## src/rtl/pwm_pkg.sv

```systemverilog
// -----------------------------------------------------------------------------
// pwm_pkg
// Shared types and constants for the PWM ramp controller.
//   state_e  : ramp sequencer FSM state encoding
//   PWM_WIDTH: default duty/counter width
//   CNT_MAX  : last counter value for the default width (period = CNT_MAX+1)
//   cnt_max(): last counter value for an arbitrary width
// -----------------------------------------------------------------------------
package pwm_pkg;

    typedef enum logic [1:0] {
        ST_IDLE      = 2'd0,
        ST_RAMP_UP   = 2'd1,
        ST_RAMP_DOWN = 2'd2
    } state_e;

    localparam int unsigned PWM_WIDTH = 32'd8;
    localparam int unsigned CNT_MAX   = (32'd2 ** PWM_WIDTH) - 32'd1;

    function automatic int unsigned cnt_max(input int unsigned w);
        return (32'd1 << w) - 32'd1;
    endfunction

endpackage

```

## src/rtl/pwm_core.sv

```systemverilog
// -----------------------------------------------------------------------------
// pwm_core
// Free-running period counter, period-boundary duty shadow register and the
// registered PWM output.
//   clk          in   rising-edge clock
//   rst          in   asynchronous, active-low reset
//   enable       in   1 = count; 0 = counter held at 0 and dout forced low
//   duty_in      in   duty value loaded into the shadow at period end
//   period_end   out  enable & (cnt == last count)
//   period_start out  enable & (cnt == 0)
//   dout         out  registered PWM output (one cycle behind the compare)
// -----------------------------------------------------------------------------
module pwm_core
    import pwm_pkg::*;
#(
    parameter int WIDTH = PWM_WIDTH
) (
    input  logic             clk,
    input  logic             rst,
    input  logic             enable,
    input  logic [WIDTH-1:0] duty_in,
    output logic             period_end,
    output logic             period_start,
    output logic             dout
);

    localparam logic [WIDTH-1:0] CNT_LAST = WIDTH'(cnt_max(WIDTH));

    logic [WIDTH-1:0] cnt_r;
    logic [WIDTH-1:0] duty_active_r;
    logic             dout_r;

    assign period_end   = enable & (cnt_r == CNT_LAST);
    assign period_start = enable & (cnt_r == {WIDTH{1'b0}});
    assign dout         = dout_r;

    // Period counter: wraps naturally at the top, parked at zero while disabled.
    always_ff @(posedge clk or negedge rst) begin
        if (!rst) begin
            cnt_r <= {WIDTH{1'b0}};
        end else if (enable) begin
            cnt_r <= cnt_r + {{(WIDTH-1){1'b0}}, 1'b1};
        end else begin
            cnt_r <= {WIDTH{1'b0}};
        end
    end

    // Duty shadow: only reloaded at the last count so a pulse is never cut short.
    always_ff @(posedge clk or negedge rst) begin
        if (!rst) begin
            duty_active_r <= {WIDTH{1'b0}};
        end else if (period_end) begin
            duty_active_r <= duty_in;
        end else begin
            duty_active_r <= duty_active_r;
        end
    end

    // PWM compare, registered so the output is glitch-free.
    always_ff @(posedge clk or negedge rst) begin
        if (!rst) begin
            dout_r <= 1'b0;
        end else begin
            dout_r <= enable & (cnt_r < duty_active_r);
        end
    end

endmodule

```

## src/rtl/pwm_ramp_ctrl.sv

```systemverilog
// -----------------------------------------------------------------------------
// pwm_ramp_ctrl
// Ramp sequencer in front of a PWM generator. A target duty is accepted over a
// valid/ready port and duty_cur is walked toward it by a fixed step once per
// PWM period; the new duty takes effect from the following period start.
//   clk, rst      clock / asynchronous active-low reset
//   enable        PWM and ramp run enable (0 pauses the ramp)
//   cmd_valid/cmd_ready/cmd_target/cmd_step   command handshake
//   abort         stop ramping, keep current duty
//   dout          PWM output (registered)
//   duty_cur      duty in effect for the current/next period
//   busy          ramp in progress
//   done          one-cycle pulse when duty_cur reaches the target
//   period_start  one-cycle pulse at counter zero while enabled
// -----------------------------------------------------------------------------
module pwm_ramp_ctrl
    import pwm_pkg::*;
#(
    parameter int WIDTH  = PWM_WIDTH,
    parameter int STEP_W = 4
) (
    input  logic              clk,
    input  logic              rst,
    input  logic              enable,
    input  logic              cmd_valid,
    output logic              cmd_ready,
    input  logic [WIDTH-1:0]  cmd_target,
    input  logic [STEP_W-1:0] cmd_step,
    input  logic              abort,
    output logic              dout,
    output logic [WIDTH-1:0]  duty_cur,
    output logic              busy,
    output logic              done,
    output logic              period_start
);

    localparam logic [WIDTH-1:0] ONE_W = {{(WIDTH-1){1'b0}}, 1'b1};

    state_e           state_r;
    state_e           state_nxt_s;
    logic [WIDTH-1:0] target_r;
    logic [WIDTH-1:0] step_r;
    logic [WIDTH-1:0] duty_cur_r;
    logic [WIDTH-1:0] duty_nxt_s;
    logic             done_r;
    logic             done_nxt_s;
    logic             accept_s;
    logic             period_end_s;
    logic [WIDTH-1:0] step_eff_s;
    logic [WIDTH-1:0] diff_s;

    assign cmd_ready  = (state_r == ST_IDLE) & ~abort;
    assign accept_s   = cmd_valid & cmd_ready;
    // A zero step would never converge, so it is promoted to one.
    assign step_eff_s = (cmd_step == {STEP_W{1'b0}}) ? ONE_W : WIDTH'(cmd_step);
    assign busy       = (state_r != ST_IDLE);
    assign done       = done_r;
    assign duty_cur   = duty_cur_r;

    // Next state, next duty and done pulse; abort overrides any pending step.
    always_comb begin
        state_nxt_s = state_r;
        duty_nxt_s  = duty_cur_r;
        done_nxt_s  = 1'b0;
        diff_s      = {WIDTH{1'b0}};
        if (abort) begin
            state_nxt_s = ST_IDLE;
        end else begin
            case (state_r)
                ST_IDLE: begin
                    if (accept_s) begin
                        if (cmd_target > duty_cur_r) begin
                            state_nxt_s = ST_RAMP_UP;
                        end else if (cmd_target < duty_cur_r) begin
                            state_nxt_s = ST_RAMP_DOWN;
                        end else begin
                            done_nxt_s = 1'b1;
                        end
                    end else begin
                        state_nxt_s = ST_IDLE;
                    end
                end
                ST_RAMP_UP: begin
                    diff_s = target_r - duty_cur_r;
                    if (period_end_s) begin
                        // Saturate onto the target instead of overshooting.
                        if (diff_s <= step_r) begin
                            duty_nxt_s  = target_r;
                            done_nxt_s  = 1'b1;
                            state_nxt_s = ST_IDLE;
                        end else begin
                            duty_nxt_s = duty_cur_r + step_r;
                        end
                    end else begin
                        duty_nxt_s = duty_cur_r;
                    end
                end
                ST_RAMP_DOWN: begin
                    diff_s = duty_cur_r - target_r;
                    if (period_end_s) begin
                        if (diff_s <= step_r) begin
                            duty_nxt_s  = target_r;
                            done_nxt_s  = 1'b1;
                            state_nxt_s = ST_IDLE;
                        end else begin
                            duty_nxt_s = duty_cur_r - step_r;
                        end
                    end else begin
                        duty_nxt_s = duty_cur_r;
                    end
                end
                default: begin
                    state_nxt_s = ST_IDLE;
                end
            endcase
        end
    end

    // FSM, duty and done registers.
    always_ff @(posedge clk or negedge rst) begin
        if (!rst) begin
            state_r    <= ST_IDLE;
            duty_cur_r <= {WIDTH{1'b0}};
            done_r     <= 1'b0;
        end else begin
            state_r    <= state_nxt_s;
            duty_cur_r <= duty_nxt_s;
            done_r     <= done_nxt_s;
        end
    end

    // Command capture on handshake.
    always_ff @(posedge clk or negedge rst) begin
        if (!rst) begin
            target_r <= {WIDTH{1'b0}};
            step_r   <= ONE_W;
        end else if (accept_s) begin
            target_r <= cmd_target;
            step_r   <= step_eff_s;
        end else begin
            target_r <= target_r;
            step_r   <= step_r;
        end
    end

    // The shadow loads duty_nxt_s so a step and its first use share one edge.
    pwm_core #(
        .WIDTH (WIDTH)
    ) u_core (
        .clk          (clk),
        .rst          (rst),
        .enable       (enable),
        .duty_in      (duty_nxt_s),
        .period_end   (period_end_s),
        .period_start (period_start),
        .dout         (dout)
    );

endmodule

```

## config.mk

```make
export PLATFORM = sky130hd
export DESIGN_NAME = pwm_ramp_ctrl
export DESIGN_NICKNAME = d
export VERILOG_FILES = /design/src/rtl/pwm_pkg.sv /design/src/rtl/pwm_core.sv /design/src/rtl/pwm_ramp_ctrl.sv
export SDC_FILE = /design/constraint.sdc
export NUM_CORES = 1
export LEC_CHECK = 0
export ABC_AREA = 1
export BUFFER_PORTS_ARGS = -buffer_cell sky130_fd_sc_hd__buf_2
export CAP_MARGIN = 20
export CORE_ASPECT_RATIO = 1.2
export CORE_MARGIN = 3
export CORE_UTILIZATION = 40
export DETAILED_ROUTE_END_ITERATION = 6
export GPL_ROUTABILITY_DRIVEN = 0
export PLACE_DENSITY = 0.65
export SLEW_MARGIN = 0
export SYNTH_ARGS = -nofsm -noshare
export SYNTH_HDL_FRONTEND = slang
export SYNTH_HIERARCHICAL = 1
export SYNTH_SLANG_ARGS = --single-unit
```

## constraint.sdc

```tcl
create_clock -name clk -period 7.2 [get_ports clk]
set_clock_uncertainty 0.1 [all_clocks]
set_input_delay 1.08 -clock clk [delete_from_list [all_inputs] [get_ports clk]]
set_output_delay 1.08 -clock clk [all_outputs]
set_load 0.01 [all_outputs]
```

==> results of run 1 <==
synthesized netlist by cell type (all sizes together):
cell and n:
or2 1, o21ai 27, a31oi 2, nand2 138
nand3 53, dfrtp 39, inv 98, clkbuf 4
xor2 13, dfstp 1, ha 50, xnor2 3
buf 5, nand3b 5, nor2 53, nor4 2
a21oi 28, nand4 11, o21a 2, fa 4
nor3 2
power by group:
group	total (mW)	internal (mW)	switching (mW)
clock network	0.199	0.105	0.0944
registers	0.271	0.247	0.0240
logic	0.481	0.171	0.310
state kept, by name, summed over array words and instances (netlist names):
register / cells
duty_cur: 8
target_r: 8
u_core/cnt_r: 8
u_core/duty_active_r: 8
step_r: 4
state_r: 2
done: 1
u_core/dout: 1
cells by family after synthesis:
| kind of cell | after synthesis | share of synthesized area (%) |
|---|---|---|
| AND/OR/NAND/NOR | 265 | 31.5 |
| buffers and inverters | 107 | 11.0 |
| flip-flops | 40 | 26.3 |
| AO/OA/AOI/OAI | 59 | 9.03 |
| adder cells (fa/ha/maj) | 54 | 18.5 |
| XOR/XNOR | 16 | 3.68 |
path summary, 6_finish.rpt:
kind,from,endpoint,slack [ns]
setup / recovery,duty_cur[1],u_core/duty_active_r[0],3.77
hold / removal,u_core/duty_active_r[1],u_core/duty_active_r[1],0.39
setup reg to reg,duty_cur[1],u_core/duty_active_r[0],3.77
hold reg to reg,u_core/duty_active_r[1],u_core/duty_active_r[1],0.39
max in group asynchronous,rst,target_r[2],5.60
min in group asynchronous,rst,target_r[4],0.80
layout make-up:
class                   count  area (µm²)  share of cell area [%]
flip-flops and latches     40        1000                    24.0
multi-input cells         394        2390                    57.3
clock buffers               5        68.8                    1.65
clock inverters             3        46.3                    1.11
repair buffers             29         145                    3.48
well taps                 120         150                    3.60
inverters                  98         368                    8.82
routing by layer:
metal | GRT usage [%] | part of all wire, % | vias to the layer above
met5 | 0 | 0 | -
met4 | 4.43 | 1.9 | 0
met3 | 2.53 | 5.1 | 14
met2 | 29.8 | 47 | 98
met1 | 25.3 | 46 | 1562
li1 | - | - | 1774
critical path: cells and delay by family (launching register included):
family / cells / cell delay, ns
simple gates: 12 / 1.21
fa+ha+maj: 2 / 0.67
flops: 1 / 0.61
buf+inv: 3 / 0.33
compound gates: 2 / 0.25
xor+xnor: 1 / 0.17
==> metrics.yaml, run 1 <==
outcome: "complete, no violations"
post-dp-hpwl_um: 7410
cp-end-kind: "register"
ys_seq_area_share_pct: 26.3
clk_latency_ns: 0.31
final_common_cell: "nand2_1"
layout_setup_ws_ns: 3.77
avgSynthCellArea_um2: 7.04
tritoncts: "built"
path_clk_slew_ns: 0.09
htree_levels: 2
ys_ff_latch: 40
die_x_um: 95.1
placed_area_um2: 4060
p_leak_nw: 2.21
dieHeight_um: 113
final_cell_mix: "130 x nand2_1, 96 x inv_1, 50 x ha_1"
holdBufCountCts: 0
wire_per_inst_um: 13.4
ios: 30
wirelength_um: 9220
pre_cts_slack_ns: 3.82
timing.hold.ws_ns: 0.392
rsz0062_at_grt: "false"
antenna_cells: 0
numCtsBuffers: 5
slowest_stage: "dfrtp_1"
cpPeakStageDelay_ns: 0.61
synth_cell_types: 35
num_vias: 3448
grt_usage_pct: 18.2
nFillCells: 954
startpoint_type: "register"
cts_sinks: 40
port_buffers: 29
grt_antenna_before_repair: 0
grt_pass1_wl_um: 15700
std_cell_rows: 38
dpl.cell_count: 681
ys_top_cells_by_area: "dfrtp_1 26%, ha_1 16%, nand2_1 13%"
path_max_fanout: 9
final_area_um2: 4170
reg2reg_depth: 20
finalPower_mw: 0.951
cts_resized: 0
fin_cells: 689
firstDrtPassIters: 5
tns_ns: 0
crit_top_cell: "nand2_1"
drc: 0
drtIter0Drc: 212
fmax_mhz: 291
relSlewSlack_pct: 37.6
post-route-period-util_pct: 47.7
die-area_um2: 10700
cts_buffer_depth: 2
cp.arrival_ns: 3.52
setup_violations: 0
maxSlewViolCount: 0
postSynthCellCount: 541
yosys_warnings: 6
nNetsFinal: 639
tightest_slew_ns: 0.936
required_ns: 7.29
core-area_um2: 9180
setup.worst_path.class: "reg2reg"
area_delta_synth_final_pct: 9.46
cts_setup_buffers: 0
synth_top_cell_area_share_pct: 25.6
floorplan.initialDensity_pct: 41.5
syn_nets: 612
max_cap_violations: 0
hp-class: "reg2reg"
ant_nets: 0
crit_chain: "inv_1 > ha_1 > nand3_1 > nand3_1 > xor2_1 > ha_1 > a21oi_1 > nand2_1 > nand2_1 > nand2_1 > nor2_4 > nand3_2 > nand2_2 > nand2_2 > nand2_1 > nand3_1 > nand2_1 > inv_1 > inv_1 > o21ai_2"
drive_gt1_share_pct: 12.0
grt_pass1_vias: 3255
yosysTopAreaCell: "dfrtp_1"
worstHoldPathCells: 2
grt_max_degree: 41
clockRootBuffer: "clkbuf_8"
finalHoldViolCount: 0
ir_drop_uv: 97.6
power.density_nw_per_um2: 228
syn-cell-area_um2: 3810
vias_per_cell: 5.00
fin_crit_ns: 3.43
gr-total-overflow: 0
fin_util_pct: 45.5
Power figures use the tool's default switching activity.
==> inputs of run 2 (changes only) <==
PLACE_DENSITY = 0.67   (was 0.65)
clock period = 2.75 ns   (was 7.2 ns; I/O delays follow)
==> metrics.yaml, run 2 (synthesis results as in run 1) <==
wire_per_inst_um: 14.2  # +6.0%
tightest_slew_ns: 0.583  # -0.353 ns
drc: 0  # unchanged
startpoint: "target_r[0]"
grt_pass1_wl_um: 17700  # +12%
firstDrtPassIters: 5  # unchanged
die-area_um2: 10700  # unchanged
cp-end-kind: "register"
drive_gt1_share_pct: 25.8  # +14 points
num_vias: 3715  # +7.7%
numCtsBuffers: 5  # unchanged
gr-total-overflow: 0  # unchanged
final_cell_mix: "123 x nand2_1, 89 x inv_1, 54 x buf_4"
clockRootBuffer: "clkbuf_8"
setup.worst_path.class: "reg2reg"
fin_crit_ns: 2.96  # -0.467 ns
grt_usage_pct: 20.8  # +2.6 points
r2r_slack_ns: -0.21  # -3.98 ns
required_ns: 2.89  # -4.40 ns
startpoint_type: "register"
timing.rr.start: "target_r[0]"
vias_per_cell: 4.99  # -0.36%
tritoncts: "built"
dieHeight_um: 113  # unchanged
r2r_end: "u_core/duty_active_r[5]"
std_cell_rows: 38  # unchanged
rsz0062_at_grt: "true"
cts_sinks: 40  # unchanged
relSlewSlack_pct: 61.0  # +23 points
ir_drop_uv: 384  # +290%
htree_levels: 2  # unchanged
grt_max_degree: 29  # -29%
max_cap_violations: 0  # unchanged
grt_antenna_before_repair: 1  # +1
violations: "setup timing"
outcome: "finished with violations"
cts_buffer_depth: 2  # unchanged
die_x_um: 95.1  # unchanged
ant_nets: 0  # unchanged
critPathCapture: "u_core/duty_active_r[5]"
floorplan.initialDensity_pct: 41.5  # unchanged
reg2reg_depth: 17  # -15%
pre_cts_slack_ns: -0.287  # -4.11 ns
ios: 30  # unchanged
path_clk_slew_ns: 0.09  # about the same
post-dp-hpwl_um: 8050  # +8.6%
power.density_nw_per_um2: 608  # +170%
antenna_cells: 0  # unchanged
layout_setup_ws_ns: -0.214  # -3.98 ns
crit_chain: "buf_6 > ha_4 > fa_2 > xnor2_1 > ha_1 > nand2_1 > inv_1 > nand3_1 > nand2_1 > nand2_2 > nor2_4 > nand4_4 > a21oi_2 > nor2_1 > nor2_1 > inv_1 > o21ai_2"
fmax_mhz: 337  # +16%
final_common_cell: "nand2_1"
area_delta_synth_final_pct: 25.2
maxSlewViolCount: 0  # unchanged
slowest_stage: "dfrtp_1"
post-route-period-util_pct: 108  # +60 points
port_buffers: 29  # unchanged
setup_violations: 18  # +18
cp.arrival_ns: 3.11  # -0.41 ns
nFillCells: 909  # -4.7%
drtIter0Drc: 226  # +6.6%
hp-class: "in2reg"
nNetsFinal: 695  # +8.8%
fin_util_pct: 52.0  # +6.6 points
path_max_fanout: 7  # -2
wirelength_um: 10600  # +15%
p_leak_nw: 2.50  # +13%
core-area_um2: 9180  # unchanged
grt_pass1_vias: 3665  # +13%
clk_latency_ns: 0.31  # about the same
cpPeakStageDelay_ns: 0.42  # -0.19 ns
finalHoldViolCount: 0  # unchanged
==> run 2: cell count changes in the layout (fill, tap and decap cells not counted), moves of 5 or more <==
cell,change
buf_4,+54
inv_1,-7
nand2_1,-7
a21oi_1,-6
a21oi_2,+6
ha_1,-6
inv_2,+6
ha_4,+5
nand2_2,+5
==> run 2: worst max-delay path, delay by kind of cell, from the launching register on <==
kind	cells	cell delay, ns
AOI/OAI and AO/OA	2	0.33
xor gates and xnor gates	1	0.14
DFF	1	0.42
buffers and inverters	3	0.26
adders and majority gates	3	0.82
and+or+nand+nor	8	0.81
==> run 2: what timing repair did <==
item / CTS / global route
endpoints found under the hold margin: 11 / 0
setup endpoints to repair: 19 / 19
buffers inserted: 11 / 2
pin swaps: 19 / 29
hold buffers: 1 / 0
gates resized for setup: 22 / 11
==> run 2: metrics by stage <==
step	total power, mW	instance area [µm²]	TNS, ns	cells	hold slack, ns
after CTS	2.82	4720	-1.22	743	0.214
after global placement	2.11	4410	-2.20	723	0.242
after global routing	3.14	4770	-5.51	745	0.241
final	2.90	4770	-2.25	745	0.220
after floorplan	1.71	3860	0	541	0.0169
after detailed placement	2.14	4410	-2.49	723	0.249
==> run 2: power by group <==
part | switching (mW) | internal [mW]
logic | 0.958 | 0.698
clock network | 0.238 | 0.297
registers | 0.0625 | 0.649
total | 1.26 | 1.64
==> run 2: routing by layer <==
metal | wire length (µm) | global-route usage [%]
met1 | 4540 | 26.5
met2 | 5220 | 35.8
met3 | 561 | 3.79
met4 | 242 | 5.39
met5 | 7 | 0
==> run 2: worst min-delay path by stage <==
stage / from / depth (start not counted) / slack [ns] / end
5_1_grt: cmd_target[5] / 3 / 0.24 / target_r[5]
3_3_place_gp: rst / 1 / 0.24 / target_r[5]
3_5_place_dp: rst / 1 / 0.25 / target_r[5]
2_1_floorplan: rst / 0 / 0.02 / done
4_1_cts: cmd_target[7] / 3 / 0.21 / target_r[7]
6_report: cmd_target[7] / 3 / 0.22 / target_r[7]
==> run 2: area by class of cell <==
type | instances | area [µm²] | share of cell area (%)
multi-input combinational | 394 | 2550 | 53.5
sequential | 40 | 1010 | 21.1
timing repair buffer | 85 | 572 | 12.0
inverter | 98 | 370 | 7.76
tap | 120 | 150 | 3.15
clock buffer | 6 | 82.6 | 1.73
clock inverter | 2 | 38.8 | 0.813
==> inputs of run 3 (changes only) <==
CORE_MARGIN = not set   (was 3)
==> metrics.yaml, run 3 (synthesis results as in run 1) <==
outcome: "finished with violations"
violations: "setup timing"
post-route-period-util_pct: 112  # +4.0 points
grt_antenna_before_repair: 0  # -1
path_depth: 18  # +1
grt_max_degree: 28  # -3.4%
dieHeight_um: 109  # -3.5%
drtIter0Drc: 367  # +62%
p_comb_share_pct: 59.8  # +2.7 points
antenna_cells: 0  # unchanged
floorplan.initialDensity_pct: 41.7  # +0.22 points
numCtsBuffers: 5  # unchanged
cts_sinks: 40  # unchanged
std_cell_rows: 38  # unchanged
ir_drop_uv: 254  # -34%
crit_chain: "inv_4 > ha_4 > nand2_2 > nand3_4 > xor2_2 > ha_1 > nand2_1 > inv_1 > nand3_1 > nand2_1 > nand2_2 > nor2_4 > nand4_4 > a21oi_2 > nor2_1 > nor2_1 > inv_1 > o21ai_2"
tightest_slew_ns: 0.635  # +0.0525 ns
timing.rr.start: "duty_cur[2]"
tritoncts: "built"
cts_buffer_depth: 2  # unchanged
slowest_stage: "dfrtp_2"
port_buffers: 29  # unchanged
final_cell_mix: "122 x nand2_1, 88 x inv_1, 62 x buf_4"
seqCellArea_um2: 1010  # unchanged
final_common_cell: "nand2_1"
clockRootBuffer: "clkbuf_8"
cp.arrival_ns: 3.20  # +0.09 ns
gr-total-overflow: 0  # unchanged
setup.worst_path.class: "reg2reg"
wirelength_um: 10800  # +2.5%
critical_path.top_delay_family: "simple AND/OR/NAND/NOR gates"
path_buf_inv: 3  # unchanged
r2r_end: "u_core/duty_active_r[5]"
ios: 30  # unchanged
placed_area_um2: 4410  # -0.17%
r2r_slack_ns: -0.32  # -0.11 ns
nFillCells: 848  # -6.7%
reg2reg_depth: 18  # +1
maxSlewViolCount: 0  # unchanged
finalPower_mw: 3.03  # +4.4%
clk_latency_ns: 0.30  # about the same
final_area_um2: 4930  # +3.2%
power_frac_clock_pct: 16.5  # -1.9 points
p_sw_share_pct: 44.0  # +0.66 points
grt_pass1_wl_um: 17100  # -3.4%
nNetsFinal: 705  # +1.4%
seqPwrFrac_pct: 23.6  # -0.9 points
startpoint: "duty_cur[2]"
die_x_um: 91.1  # -4.2%
relSlewSlack_pct: 57.5  # -3.5 points
grt_pass1_vias: 3756  # +2.5%
fmax_mhz: 325  # -3.5%
num_vias: 3869  # +4.1%
die-area_um2: 9920  # -7.6%
multi_input_area_um2: 2640  # +3.5%
rsz0062_at_grt: "true"
layout_setup_ws_ns: -0.323  # -0.109 ns
setup_violations: 19  # +1
post-dp-hpwl_um: 7980  # -0.83%
area_delta_synth_final_pct: 29.3
grt_usage_pct: 21.7  # +0.91 points
required_ns: 2.88  # about the same
cpPeakStageDelay_ns: 0.45  # +0.03 ns
path_max_fanout: 7  # unchanged
cp-end-kind: "register"
drive_gt1_share_pct: 29.0  # +3.2 points
finalHoldViolCount: 0  # unchanged
core-area_um2: 9130  # -0.52%
critPathCapture: "u_core/duty_active_r[5]"
startpoint_type: "register"
wire_per_inst_um: 14.4  # +1.2%
intPower_mw: 1.70  # +3.2%
firstDrtPassIters: 6  # +1
p_leak_nw: 2.55  # +1.9%
htree_levels: 2  # unchanged
fin_crit_ns: 3.07  # +0.109 ns
hp-class: "in2reg"
vias_per_cell: 5.12  # +2.8%
max_cap_violations: 0  # unchanged
path_clk_slew_ns: 0.09  # about the same
ant_nets: 0  # unchanged
power.density_nw_per_um2: 615  # +1.2%
p_switching_mw: 1.33  # +6.0%
drc: 0  # unchanged
==> run 3: area by class of cell <==
class	count	share of cell area (%)
Multi-Input combinational cell	395	53.6
Inverter	98	7.57
Sequential cell	40	20.4
Timing Repair Buffer	94	13.1
Clock inverter	3	0.864
Tap cell	120	3.05
Clock buffer	5	1.40
==> run 3: power by group through the flow <==
stage	Clock [mW]	Sequential, mW	Combinational (mW)
final	0.502	0.716	1.81
after global routing	0.528	0.722	1.99
after CTS	0.506	0.714	1.56
after detailed placement	0	0.722	1.41
after global placement	0	0.720	1.38
after floorplan	0	0.707	1.01
==> run 3: worst min path at each step <==
stage                       start          end  slack (ns)  depth (start not counted)
CTS                 cmd_target[4]  target_r[4]        0.24                          3
global route        cmd_target[4]  target_r[4]        0.25                          3
finish              cmd_target[4]  target_r[4]        0.24                          3
detailed placement            rst  target_r[5]        0.23                          1
global placement              rst  target_r[5]        0.23                          1
floorplan                     rst         done        0.02                          0
==> run 3: routing by layer <==
metal  vias to the layer above  global-route usage (%)  routed length (µm)
met1                      1765                    26.9                4560
met4                         0                    6.80                 353
met3                        38                    2.86                 649
met5                         -                       0                   0
li1                       1911                       -                   -
met2                       155                    39.2                5280
==> run 3: what timing repair did <==
action	CTS	global route
setup endpoints to repair	17	19
hold buffers	1	0
endpoints found under the hold margin	12	0
gates resized for setup	23	30
pin swaps	18	29
buffers inserted	16	7
cloned	0	1
==> run 3: metrics by stage <==
step                      hold slack (ns)  setup slack (ns)  util [%]  TNS (ns)  instances
after floorplan                    0.0169           0.00694         -         0        541
after global placement              0.231            -0.200      48.3     -1.04        722
after detailed placement            0.235            -0.217      48.3     -1.58        722
after CTS                           0.237            -0.109      52.1    -0.837        747
after global routing                0.250            -0.479      54.0     -6.95        755
final                               0.240            -0.323      54.0     -4.19        755
==> run 3: worst reg2reg max path, stage by stage, from the launching register on <==
cell and delay (ns):
dfrtp_2 0.45, inv_4 0.09, ha_4 0.22, nand2_2 0.11, nand3_4 0.09, xor2_2 0.16, ha_1 0.31, nand2_1 0.06
inv_1 0.11, nand3_1 0.14, nand2_1 0.12, nand2_2 0.07, nor2_4 0.14, nand4_4 0.21, a21oi_2 0.22, nor2_1 0.06
nor2_1 0.15, inv_1 0.07, o21ai_2 0.12
